<file path="src/rtl/rand_prefetch.sv">
// rand_prefetch: prefetches words from a random-word source into a small FIFO
// so a consumer can draw one word per cycle without seeing source latency.
//
// Optional feature: define RAND_PREFETCH_CNT_EN to add the DEQ_COUNT output,
// a 32-bit wrapping count of words handed to the consumer.
//
// Handshakes:
//   upstream   - a word is taken when REQ_WRITE_VALID, RESP_READ_VALID and DONE
//                are all 1 in the same cycle; REQ_WRITE is 1 exactly then, and
//                RESP_READ is captured at that same clock edge.
//   downstream - a word is dequeued when OUT_VALID and OUT_READY are both 1;
//                OUT_DATA is meaningless while OUT_VALID is 0 and OUT_READY
//                is then ignored.
// STATE exposes the controller state (0 = WARM, 1 = FILL, 2 = RUN).
module rand_prefetch #(
   parameter int DEPTH   = 4,
   parameter int DISCARD = 0
) (
   input  logic                     CLK,
   input  logic                     RESET,
   output logic                     REQ_WRITE,
   output logic                     REQ_WRITE_VALID,
   input  logic [31:0]              RESP_READ,
   input  logic                     RESP_READ_VALID,
   input  logic                     DONE,
   output logic [31:0]              OUT_DATA,
   output logic                     OUT_VALID,
   input  logic                     OUT_READY,
   output logic [$clog2(DEPTH):0]   LEVEL,
   output logic [1:0]               STATE
`ifdef RAND_PREFETCH_CNT_EN
   ,
   output logic [31:0]              DEQ_COUNT
`endif
);

   localparam int AW = $clog2(DEPTH);

   localparam logic [1:0] ST_WARM = 2'd0;
   localparam logic [1:0] ST_FILL = 2'd1;
   localparam logic [1:0] ST_RUN  = 2'd2;

   localparam logic [AW:0] FULL_LVL  = DEPTH[AW:0];
   localparam logic [7:0]  DISC_INIT = DISCARD[7:0];
   localparam logic [1:0]  ST_RESET  = (DISCARD > 0) ? ST_WARM : ST_FILL;

   logic [1:0]    state;
   logic [AW:0]   level;
   logic [AW-1:0] wr_ptr;
   logic [AW-1:0] rd_ptr;
   logic [7:0]    disc_cnt;
   logic [31:0]   mem [DEPTH];

   logic full;
   logic out_valid;
   logic deq;
   logic want;
   logic take;
   logic store;

   assign full      = (level == FULL_LVL);
   // Output is only offered once the FIFO has been primed; never during reset.
   assign out_valid = !RESET && (state == ST_RUN) && (level != '0);
   assign deq       = out_valid && OUT_READY;
   assign take      = want && RESP_READ_VALID && DONE;
   // Warm-up words are drawn from the source but never stored.
   assign store     = take && (state != ST_WARM);

   // Decide whether a source word is wanted this cycle.
   always_comb begin
      want = 1'b0;
      if (!RESET) begin
         case (state)
            ST_WARM: want = 1'b1;
            ST_FILL: want = !full;
            ST_RUN:  want = !full || deq;
            default: want = 1'b0;
         endcase
      end
   end

   // Controller state, occupancy, pointers and warm-up counter.
   always_ff @(posedge CLK) begin
      if (RESET) begin
         state    <= ST_RESET;
         level    <= '0;
         wr_ptr   <= '0;
         rd_ptr   <= '0;
         disc_cnt <= DISC_INIT;
      end else begin
         if (store) wr_ptr <= wr_ptr + AW'(1);
         if (deq)   rd_ptr <= rd_ptr + AW'(1);

         if (store && !deq)      level <= level + 1'b1;
         else if (!store && deq) level <= level - 1'b1;

         case (state)
            ST_WARM: begin
               if (take) begin
                  disc_cnt <= disc_cnt - 1'b1;
                  if (disc_cnt == 8'd1) state <= ST_FILL;
               end
            end
            ST_FILL: begin
               // Nothing leaves while filling, so the last free slot taken means full.
               if (store && (level == FULL_LVL - 1'b1)) state <= ST_RUN;
            end
            ST_RUN: begin
               // Stays here even when drained; OUT_VALID simply drops.
               state <= ST_RUN;
            end
            default: state <= ST_RESET;
         endcase
      end
   end

   // FIFO storage; contents are irrelevant until written, so no reset.
   always_ff @(posedge CLK) begin
      if (store) mem[wr_ptr] <= RESP_READ;
   end

`ifdef RAND_PREFETCH_CNT_EN
   // Running count of dequeued words, wrapping at 2^32.
   always_ff @(posedge CLK) begin
      if (RESET)    DEQ_COUNT <= '0;
      else if (deq) DEQ_COUNT <= DEQ_COUNT + 32'd1;
   end
`endif

   assign REQ_WRITE       = take;
   assign REQ_WRITE_VALID = want;
   assign OUT_VALID       = out_valid;
   assign OUT_DATA        = mem[rd_ptr];
   assign LEVEL           = level;
   assign STATE           = state;

endmodule

</file>
<file path="config.mk">
export PLATFORM = sky130hd
export DESIGN_NAME = rand_prefetch
export DESIGN_NICKNAME = d
export VERILOG_FILES = /design/src/rtl/rand_prefetch.sv
export SDC_FILE = /design/constraint.sdc
export NUM_CORES = 1
export LEC_CHECK = 0
export ABC_AREA = 1
export BUFFER_PORTS_ARGS = -buffer_cell sky130_fd_sc_hd__buf_2
export CELL_PAD_IN_SITES_DETAIL_PLACEMENT = 0
export CELL_PAD_IN_SITES_GLOBAL_PLACEMENT = 1
export CORE_MARGIN = 2
export CORE_UTILIZATION = 32
export CTS_BUF_LIST = sky130_fd_sc_hd__clkbuf_16
export CTS_CLUSTER_SIZE = 12
export DETAILED_ROUTE_END_ITERATION = 10
export GPL_TIMING_DRIVEN = 0
export PLACE_DENSITY = 0.61
export SYNTH_ARGS = -nofsm -noshare
export SYNTH_HDL_FRONTEND = slang
export SYNTH_SLANG_ARGS = --single-unit
export TNS_END_PERCENT = 50
</file>
<file path="constraint.sdc">
create_clock -name CLK -period 3.7 [get_ports CLK]
set_input_delay 0.555 -clock CLK [delete_from_list [all_inputs] [get_ports CLK]]
set_output_delay 0.555 -clock CLK [all_outputs]
set_load 0.005 [all_outputs]
</file>
Word-level counts from Yosys, hierarchy flattened
Memory sizes are Yosys's and may differ from the RTL's. A register that Yosys moved wholly into a read port is not among the register bits.
Index checks and enable logic that the tools add are counted.
Operators by class
  add/subtract/negate cells: 5
  multipliers: 0
  divide/modulo/power cells: 0
  magnitude comparators: 0
  equal/unequal tests: 8
  shift-type cells: 0
  mux-type cells: 12
  bitwise operators: 0
  reductions and logical operators: 20
Operators with widths (number)
  $mux 2: 5
  $logic_and 1x1->1: 9
  $eq 8x1->1 const B: 1
  $sub 8x1->8 const B: 1
  $mux 3: 2
  $ne 2x2->1 const B: 3
  $pmux 2 s3: 1
  $add 2x1->2 const B: 2
  $logic_not 1->1: 4
  $reduce_bool 2->1: 2
  $add 3x1->3 const B: 1
  $eq 3x2->1 const B: 1
  $eq 3x3->1 const B: 1
  $mux 1: 3
  $pmux 1 s3: 1
  $reduce_and 3->1: 1
  $reduce_bool 3->1: 1
  $sub 3x1->3 const B: 1
  $eq 2x1->1 const B: 1
  $eq 2x2->1 const B: 1
  $logic_not 2->1: 1
  $reduce_and 2->1: 1
  $logic_or 1x1->1: 1
Storage, ports and cells
  register bits: 17
  bits in latches: 0
  bits in writable memories: 128
  ROM bits: 0
  word-level logic and storage cells: 51
  memories kept: 1
Memory list
  mem: depth 4, width 32, read ports 1, clocked after memory_dff 1, wr ports 1, RTL line 52  | logic [31:0] mem [DEPTH];

Longest topological paths before layout
Gate-level depths: netlist (run 1).
  depth after elaboration: 14
  gate-level depth with buffers: 15

Worst setup path before layout (run 1)
Ideal clock, no wire load.
  kind: reg2reg
  from: register state[0] (netlist: STATE[0])
  to: memory mem[0][0], enable pin
  arrival time: 2.471 ns
  data required time: 3.279 ns
  slack: 0.807 ns
  cell stages (with the launch flop): 9
  buffers on the path: 0
  period minus slack after synthesis: 2.893 ns
  path through: dfxtp_1 > inv_1 > ha_1 > inv_1 > nor2_2 > nand3_4 > nand3_4 > nand4_4 > nor2_1
Between the ends
  cells in the longest elaborated chain, start to end: 12
  elaborated cells between the ends (all ways): 15
  classes of those cells: 2 x eq/ne; 4 x mux; 9 x reduce/logical
RTL lines
  start: declaration: RTL line 47  | logic [1:0] state;
  start signal: assignment: RTL line 85  | state <= ST_RESET;
  start signal: assignment: RTL line 101  | if (disc_cnt == 8'd1) state <= ST_FILL;
  start signal: assignment: RTL line 106  | if (store && (level == FULL_LVL - 1'b1)) state <= ST_RUN;
  $eq 2x2->1: RTL line 63, 73
  $logic_and 1x1->1 (2 in series): RTL line 63  | assign out_valid = !RESET && (state == ST_RUN) && (level != '0);
  $logic_and 1x1->1: RTL line 64  | assign deq = out_valid && OUT_READY;
  $logic_or 1x1->1: RTL line 76  | ST_RUN: want = !full || deq;
  $pmux 1 s3: RTL line 73  | case (state)
  $mux 1: RTL line 72  | if (!RESET) begin
  $logic_and 1x1->1 (2 in series): RTL line 65  | assign take = want && RESP_READ_VALID && DONE;
  $logic_and 1x1->1 (*): RTL line 67  | assign store = take && (state != ST_WARM);
  $mux 1 (*): RTL line 119  | if (store) mem[wr_ptr] <= RESP_READ;
  $mux 1 (implied by the code) (*): RTL line 119
  end: declaration: RTL line 52
Every way passes the cells marked *; elsewhere a longest branch is shown, timed or not.

==> impl_metrics.json, run 1 <==
{
  "portBuffers": 76,
  "post-cts-setup-buffers": 0,
  "syn_to_final_growth_pct": 23.62,
  "cts_root_buf": "clkbuf_16",
  "nets": 604,
  "drc": 0,
  "syn_area_per_cell_um2": 12.79,
  "synth_top_flop_cell": "edfxtp_1",
  "setup_ws_ps": 1037,
  "r2r_end": "LEVEL[2]",
  "wirelength_um": 13380,
  "start_util_pct": 32.58,
  "yosys-top-cells-count": "128 x edfxtp_1, 75 x nor2_1, 69 x o21ai_0",
  "syn_area_um2": 5832,
  "setup.worst_path.class": "reg2out",
  "leakagePower_nw": 2.614,
  "first_global_vias": 3729,
  "cts_buffers": 17,
  "reg2reg_slack_ps": 1120,
  "wire_per_inst_um": 16.76,
  "synth_edf_count": 128,
  "dr.pass1.iters": 5,
  "holdWs_ps": 350.8,
  "p_int_w": 0.003042,
  "yosysTopAreaCell": "edfxtp_1",
  "fmax_mhz": 375.5,
  "switching_share_pct": 22.09,
  "required_ps": 3140,
  "via_per_inst": 4.807,
  "clkTransAtPathRegs_ps": 60,
  "first_iter_violations": 246,
  "period_needed_ps": 2663,
  "die_h_um": 139,
  "crit_arrival_ps": 2110,
  "hold_end": "mem[0][27]",
  "rows": 49,
  "place_area_um2": 6631,
  "yosys_warnings": 0,
  "critical_path.most_common_cell": "buf_2",
  "relSlewSlack_pct": 57.72,
  "grt_pass1_wl_um": 20500,
  "clk_latency_ps": 410,
  "ys_async_sr_fraction_pct": 0,
  "worst-path-max-fanout": 10,
  "power_frac_seq_pct": 48.5,
  "htree_levels": 4,
  "worst_r2r_path_depth": 15,
  "die_w_um": 139,
  "yosys_register_bits": 147,
  "synth_top_cell_area_share_pct": 65.91,
  "nFillCells": 1715,
  "numClockSinks": 147,
  "cpLargestDelayFamily": "buffers and inverters",
  "grt_setup_unrepaired": "false",
  "crit_buf_inv": 4,
  "finalCritPeriodShare_pct": 71.98,
  "grt_max_degree": 24,
  "fin_area_um2": 7209,
  "via_count": 3836,
  "ys_seq_area_share_pct": 72.43,
  "crit_chain": "buf_2 > clkinv_1 > clkbuf_1 > o21ai_0 > o22ai_1 > buf_2",
  "pwr-share-clk_pct": 42.6,
  "maxCapViolCount": 0,
  "outcome": "complete, no violations",
  "cp_slowest_cell": "clkbuf_1",
  "worst_slew_pin_slew_ps": 634.2,
  "grt-ovfl-total": 0,
  "hold_buffers": 0,
  "critPathCaptureType": "primary output",
  "synth.most_common_cell": "edfxtp_1",
  "antenna_found_initial": 3,
  "cellPowerDensity_nw_per_um2": 541.5,
  "netlist_instances": 456,
  "track_usage_pct": 14.19,
  "drive_gt1_share_pct": 21.69,
  "finalHoldViolations": 0,
  "cts_tree": "built",
  "io_pins": 77,
  "place.gp.congestion": 0.7795,
  "finalMaxSlewViolations": 0,
  "dp_slack_ps": 1022,
  "critical-path-max-stage-delay_ps": 340,
  "core_um2": 17900,
  "yosys.cell_types.count": 32,
  "min_path_type": "in2reg",
  "die-area_um2": 19320,
  "pwr-share-comb_pct": 8.9,
  "holdCritStartpoint": "RESP_READ[27]",
  "reg2reg_from": "STATE[0]",
  "skew_ps": 7.925,
  "p_sw_w": 0.0008625,
  "syn_nets": 505,
  "clockBufferDepth": 2,
  "ctsResizeCount": 0,
  "startpoint_type": "flip-flop",
  "setup_violations": 0,
  "yosys-top-cells-area": "edfxtp_1 66%, dfxtp_1 6.5%, o21ai_0 5.9%",
  "min_path_cells": 1,
  "peakVddDrop_v": 0.0003247,
  "ant_nets": 0,
  "place_hpwl_um": 8520
}
[layout make-up]
type	instances	area, µm²	share of cell area, %
Clock inverter	14	147.6	2.048
Antenna cell	2	5.005	0.06942
Sequential cell	147	4224	58.59
Timing Repair Buffer	80	483.0	6.699
Inverter	30	115.1	1.597
Buffer	20	76.32	1.059
Clock buffer	17	425.4	5.901
Multi-Input combinational cell	259	1446	20.06
Tap cell	229	286.5	3.974
[layer usage]
layer | vias up | share of wire, % | track usage, %
met2 | 103 | 50 | 23.31
met3 | 19 | 6.3 | 4.627
met4 | 4 | 1.5 | 5.423
met5 | - | 0.16 | 0
li1 | 1849 | - | -
met1 | 1861 | 42 | 17.48
[power by group through the flow]
| stage | Clock [W] | Sequential (W) | Combinational, W |
|---|---|---|---|
| 2_1_floorplan | 0 | 0.00193 | 0.000212 |
| 3_3_place_gp | 0 | 0.00193 | 0.000330 |
| 3_5_place_dp | 0 | 0.00193 | 0.000355 |
| 4_1_cts | 0.00170 | 0.00189 | 0.000356 |
| 5_1_grt | 0.00177 | 0.00190 | 0.000393 |
| 6_report | 0.00166 | 0.00189 | 0.000349 |
[registers in the layout, indices dropped and copies added, names as in the netlist, named ones only]
name	cells
disc_cnt	8
LEVEL	3
wr_ptr	2
mem	128
rd_ptr	2
STATE	2
[cell families (layout without fill, tap and decap cells)]
family,count (synthesis),count (layout),share of synthesized area [%]
XOR/XNOR,5,5,0.7509
other,0,2,0
AO/OA/AOI/OAI,120,120,11.13
AND/OR/NAND/NOR,122,122,9.697
flip-flops,147,147,72.43
adder cells (fa/ha/maj),12,12,2.703
buffers and inverters,50,161,3.282
[worst max path at each step]
stage,start,end,slack (ps),cells past startpoint
after floorplan,STATE[0],mem[0][0],810,8
after global routing,STATE[0],LEVEL[2],760,15
after detailed placement,RESET,LEVEL[2],1020,13
after global placement,RESET,mem[0][13],-830,6
after CTS,flip-flop,OUT_DATA[11],980,6
final,flip-flop,OUT_DATA[11],1040,6
[metrics by stage]
step / setup TNS [ps] / std cells / total power [W] / util (%)
floorplan: 0 / 456 / 0.002139 / -
global placement: -96260 / 761 / 0.002260 / 36.30
detailed placement: 0 / 765 / 0.002283 / 37.04
CTS: 0 / 796 / 0.003948 / 40.24
global route: 0 / 796 / 0.004062 / 40.24
finish: 0 / 798 / 0.003904 / 40.27
[placed cells by master, fill, tap and decap left out, types with 2 or more instances in the layout]
cell,count
edfxtp_1,128
buf_2,77
nor2_1,71
o21ai_0,69
o22ai_1,32
inv_1,30
nand2_1,27
dfxtp_1,19
clkbuf_1,17
clkbuf_16,17
a21oi_1,16
ha_1,11
nand3_1,5
clkinv_1,4
nor2_4,4
xor2_1,4
bufinv_16,3
clkinv_2,3
buf_16,3
diode_2,2
nor2_2,2
nand3_4,2
buf_1,2
nand2_4,2
nor4_1,2
clkinvlp_4,2
No activity file was read; power rests on OpenSTA's default activity.
==> run 2, diff against run 1 <==
PLACE_DENSITY = 0.63   (was 0.61)
clock period = 2.15 ns   (was 3.7 ns; I/O delays follow)
==> run 2 against run 1 <==
The run now ends with setup timing left. Via count up 1.7%. Cell area increased by 4.4%. Register-to-register slack got worse by 1100 ps. Sequential power is 73% higher. Critical path type is now reg2reg. Largest cell class unchanged.
==> impl_metrics.json, run 2 (synthesis gave the netlist of run 1 again) <==
{
  "nets": 625,
  "track_usage_pct": 13.91,
  "wirelength_um": 13520,
  "final_cell_mix": "128 x edfxtp_1, 81 x buf_2, 71 x nor2_1, 61 x o21ai_0, 31 x o22ai_1",
  "worst_slew_pin_slew_ps": 543.6,
  "grt_setup_unrepaired": "true",
  "htree_levels": 4,
  "maxCapViolCount": 0,
  "fin_tns_setup_ps": -36.45,
  "finalHoldViolations": 0,
  "clkTransAtPathRegs_ps": 60,
  "worst-path-max-fanout": 4,
  "setup.worst_path.class": "reg2reg",
  "first_iter_violations": 261,
  "critPathCaptureType": "flip-flop",
  "cellPowerDensity_nw_per_um2": 876.3,
  "first_global_vias": 3839,
  "place.gp.congestion": 0.7452,
  "start_util_pct": 32.58,
  "drc": 0,
  "drive_gt1_share_pct": 30.10,
  "clockBufferDepth": 2,
  "die_w_um": 139,
  "grt-ovfl-total": 0,
  "core_um2": 17900,
  "portBuffers": 76,
  "syn_to_final_growth_pct": 29.01,
  "nFillCells": 1661,
  "outcome": "finished, violations left",
  "required_ps": 2450,
  "totalPowerFinal_w": 0.006593,
  "rows": 49,
  "die-area_um2": 19320,
  "finalCritPeriodShare_pct": 101.3,
  "cts_tree": "built",
  "wire_per_inst_um": 16.54,
  "place_hpwl_um": 8270,
  "dp_slack_ps": -383.2,
  "reg2reg_slack_ps": -30,
  "grt_pass1_wl_um": 20430,
  "setup_ws_ps": -27.15,
  "numClockSinks": 147,
  "leakagePower_nw": 2.765,
  "largest_reg_flops": 128,
  "dr.pass1.iters": 4,
  "grt_max_degree": 25,
  "multiInputGateArea_um2": 1498,
  "via_count": 3901,
  "top_register": "mem",
  "violations": "setup timing",
  "diodes": 0,
  "peakVddDrop_v": 0.0005507,
  "startpoint_type": "flip-flop",
  "regArea_um2": 4232,
  "ant_nets": 0,
  "die_h_um": 139,
  "post-place-cells": 765,
  "period_needed_ps": 2177,
  "fin_cells": 817,
  "io_pins": 77,
  "via_per_inst": 4.775,
  "min_path_type": "in2reg",
  "holdWs_ps": 127.9,
  "relSlewSlack_pct": 63.76,
  "crit_arrival_ps": 2470,
  "skew_ps": 9.433,
  "antenna_found_initial": 0,
  "cts_buffers": 17,
  "fmax_mhz": 459.3,
  "clk_latency_ps": 410,
  "setup_violations": 6,
  "cts_root_buf": "clkbuf_16",
  "final_common_cell": "edfxtp_1",
  "finalMaxSlewViolations": 0
}
[run 2: final timing paths]
path	start	to	cells past startpoint
max	STATE[0]	LEVEL[2]	11
min	RESP_READ[10]	mem[0][10]	1
max reg2reg	STATE[0]	LEVEL[2]	11
min reg2reg	rd_ptr[0]	rd_ptr[0]	2
[run 2: timing repair]
action | in CTS | in global routing
gates resized for setup | 32 | 35
endpoints found under the setup margin | 154 | 58
pin swaps | 4 | 8
hold endpoints to repair | 0 | 0
hold buffers | 0 | 0
setup buffers | 7 | 11
cloned | 0 | 3
[run 2: final cells by class]
cell class	count	share of cell area, %
Clock buffer	17	5.654
Sequential cell	147	56.24
Timing Repair Buffer	101	9.845
Clock inverter	14	1.330
Multi-Input combinational cell	259	19.91
Tap cell	229	3.808
Buffer	20	1.513
Inverter	30	1.696
[run 2: metrics by stage]
| step | cell area, µm² | util, % |
|---|---|---|
| 2_1_floorplan | 5842 | - |
| 3_3_place_gp | 6509 | 36.36 |
| 3_5_place_dp | 6624 | 37.00 |
| 4_1_cts | 7291 | 40.73 |
| 5_1_grt | 7523 | 42.03 |
| 6_report | 7523 | 42.03 |
[run 2: where the power goes]
group | switching, W | internal (W)
Combinational | 0.000410 | 0.000325
Sequential | 0.0000537 | 0.00322
Clock | 0.00104 | 0.00155
Total | 0.00150 | 0.00509
[run 2: per-layer routing]
metal / GRT usage [%] / up-vias / part of all wire, %
met5: 0 / - / 0
met4: 4.785 / 0 / 1.1
met3: 3.453 / 12 / 4.0
met2: 23.41 / 89 / 51
met1: 17.58 / 1906 / 44
li1: - / 1894 / -
[run 2: worst max-delay path, cell delays in order (launching register included)]
cell and delay (ps):
dfxtp_4 360, ha_1 200, nor2_1 310, nand4_4 160, inv_2 90, ha_4 130, inv_4 40, fa_2 370
a21oi_2 150, o21ai_2 70, o21ai_1 120, a21oi_1 50
==> run 3, diff against run 2 <==
ABC_AREA = default   (was 1)
CELL_PAD_IN_SITES_DETAIL_PLACEMENT = 1   (was 0)
CELL_PAD_IN_SITES_GLOBAL_PLACEMENT = 2   (was 1)
GPL_TIMING_DRIVEN = default   (was 0)
PLACE_DENSITY = 0.67   (was 0.63)
==> run 3 against run 2 <==
The run still ends with setup timing left. Area after synthesis decreased by 3.3%. Count of clock-buffer cells in the layout unchanged. Critical path depth unchanged. Fmax decreased by 1.7%. First-iteration DRC count decreased by 36%. Die area decreased by 3.2%. Setup slack got worse by 37 ps. Final cell count decreased by 22%. Sequential cell count unchanged. Via count decreased by 25%. Register-to-register slack got worse by 40 ps. Critical endpoint unchanged.
==> impl_metrics.json, run 3 <==
{
  "synth.most_common_cell": "edfxtp_1",
  "portBuffers": 76,
  "maxCapViolCount": 0,
  "crit_buf_inv": 2,
  "die_w_um": 136.7,
  "setup_violations": 1,
  "grt-ovfl-total": 0,
  "p_int_w": 0.005706,
  "drc": 0,
  "track_usage_pct": 13.31,
  "violations": "setup timing",
  "worst-path-max-fanout": 4,
  "start_util_pct": 32.71,
  "switching_share_pct": 21.85,
  "antenna_found_initial": 1,
  "cellPowerDensity_nw_per_um2": 1004,
  "pwr-share-comb_pct": 11.4,
  "fmax_mhz": 451.6,
  "final_cell_mix": "128 x edfxtp_1, 76 x buf_2, 32 x mux4_2, 23 x buf_4, 18 x nor2_1",
  "place.gp.congestion": 0.6901,
  "cts_root_buf": "clkbuf_16",
  "top_register": "mem",
  "synth_top_cell_area_share_pct": 68.18,
  "ys_async_sr_fraction_pct": 0,
  "syn_area_um2": 5638,
  "finalMaxSlewViolations": 0,
  "hold_end": "mem[2][20]",
  "crit_chain": "inv_4 > ha_4 > nand2_4 > nor3_4 > o211a_1 > ha_2 > inv_2 > fa_2 > xor2_1 > or3_1 > a21oi_1",
  "fin_area_um2": 7276,
  "dr.pass1.iters": 4,
  "place_hpwl_um": 7386,
  "totalPowerFinal_w": 0.007301,
  "clk_latency_ps": 410,
  "grt_max_degree": 22,
  "netlist_instances": 283,
  "power_frac_seq_pct": 45.2,
  "critPathCaptureType": "flip-flop",
  "worst_r2r_path_depth": 11,
  "place_area_um2": 6550,
  "rows": 48,
  "required_ps": 2500,
  "grt_setup_unrepaired": "true",
  "yosys_warnings": 0,
  "numClockSinks": 147,
  "die-area_um2": 18700,
  "cts_buffers": 17,
  "via_per_inst": 4.606,
  "grt_pass1_wl_um": 17900,
  "yosys-top-cells-area": "edfxtp_1 68%, mux4_2 13%, dfxtp_1 6.7%",
  "reg2reg_slack_ps": -60,
  "yosys-top-cells-count": "128 x edfxtp_1, 32 x mux4_2, 19 x dfxtp_1",
  "setup.worst_path.class": "reg2reg",
  "reg2reg_from": "STATE[0]",
  "p_sw_w": 0.001596,
  "r2r_end": "LEVEL[2]",
  "yosys.cell_types.count": 37,
  "period_needed_ps": 2214,
  "finalCritPeriodShare_pct": 103.0,
  "die_h_um": 136.7,
  "final_common_cell": "edfxtp_1",
  "clkTransAtPathRegs_ps": 60,
  "relSlewSlack_pct": 71.75,
  "largest_reg_flops": 128,
  "syn_area_per_cell_um2": 19.92,
  "first_iter_violations": 168,
  "holdCritStartpoint": "RESP_READ[20]",
  "worst_slew_pin_slew_ps": 419.8,
  "clockBufferDepth": 2,
  "skew_ps": 6.771,
  "critical-path-max-stage-delay_ps": 370,
  "timing.critical_path.from": "STATE[0]",
  "ant_nets": 0,
  "io_pins": 77,
  "synth_edf_count": 128,
  "finalHoldViolations": 0,
  "nets": 446,
  "min_path_type": "in2reg",
  "min_path_cells": 1,
  "cpLargestDelayFamily": "adder cells",
  "htree_levels": 4,
  "core_um2": 17240,
  "yosys_register_bits": 147,
  "synth_top_flop_cell": "edfxtp_1",
  "leakagePower_nw": 2.538,
  "yosysTopAreaCell": "edfxtp_1",
  "via_count": 2925,
  "drive_gt1_share_pct": 46.10,
  "cts_tree": "built",
  "peakVddDrop_v": 0.0005604,
  "first_global_vias": 3264,
  "cp_slowest_cell": "dfxtp_4",
  "setup_ws_ps": -64.28,
  "syn_nets": 332,
  "pwr-share-clk_pct": 43.3,
  "wire_per_inst_um": 18.04,
  "diodes": 0,
  "startpoint_type": "flip-flop",
  "wirelength_um": 11450,
  "syn_to_final_growth_pct": 29.05,
  "ys_seq_area_share_pct": 74.92,
  "dp_slack_ps": -200.3,
  "crit_arrival_ps": 2560,
  "outcome": "finished, violations left"
}
run 3: worst max path at each step:
| stage | cells past startpoint | slack [ps] | end |
|---|---|---|---|
| 5_1_grt | 11 | -210 | LEVEL[2] |
| 3_5_place_dp | 11 | -200 | LEVEL[2] |
| 3_3_place_gp | 11 | -120 | LEVEL[2] |
| 4_1_cts | 11 | -70 | LEVEL[2] |
| 6_report | 11 | -60 | LEVEL[2] |
| 2_1_floorplan | 12 | -260 | LEVEL[2] |
run 3: timing repair:
| action | CTS | global route |
|---|---|---|
| resized for setup | 14 | 2 |
| setup endpoints to repair | 5 | 30 |
| hold endpoints to repair | 0 | 0 |
| pin swaps | 6 | 0 |
| hold buffers | 0 | 0 |
| buffers inserted | 3 | 0 |
run 3: through the flow:
step           util, %  std cells  setup TNS (ps)  hold slack (ps)
2_1_floorplan        -        283          -16260            421.4
3_3_place_gp     38.00        600          -120.4            476.1
3_5_place_dp     38.00        600          -200.3            494.1
4_1_cts          42.16        635          -71.94            99.35
5_1_grt          42.21        635          -364.4            97.74
6_report         42.21        635          -64.28            121.0
run 3: power groups by stage:
stage               Combinational, W  Clock [W]  Sequential (W)
finish                      0.000835    0.00316         0.00330
global route                0.000937    0.00338         0.00331
CTS                         0.000844    0.00327         0.00330
detailed placement          0.000778          0         0.00334
global placement            0.000765          0         0.00333
floorplan                   0.000380          0         0.00334
run 3: cells by family (layout without fill, tap and decap cells):
family | after synthesis | count (layout) | share of synthesized area (%)
muxes | 36 | 36 | 13.52
DFF | 147 | 147 | 74.92
adders and majority gates | 12 | 12 | 2.796
AOI/OAI and AO/OA | 10 | 10 | 1.176
buffers and inverters | 20 | 147 | 1.487
xor gates and xnor gates | 11 | 11 | 1.709
and+or+nand+nor | 47 | 47 | 4.394
run 3: area by class of cell:
class                      instances  area, µm²
clock buffer                      17      425.4
clock inverter                    15      215.2
fill                            1707       9961
inverter                           9      36.28
multi-input combinational        116       1399
sequential                       147       4234
tap                              225      281.5
timing repair buffer             106      684.4
run 3: metal layers:
metal / share of wire (%) / up-vias / track usage (%)
li1: - / 1349 / -
met1: 43 / 1497 / 15.52
met2: 51 / 68 / 22.33
met3: 5.2 / 9 / 5.222
met4: 1.0 / 2 / 4.688
met5: 0.11 / - / 0
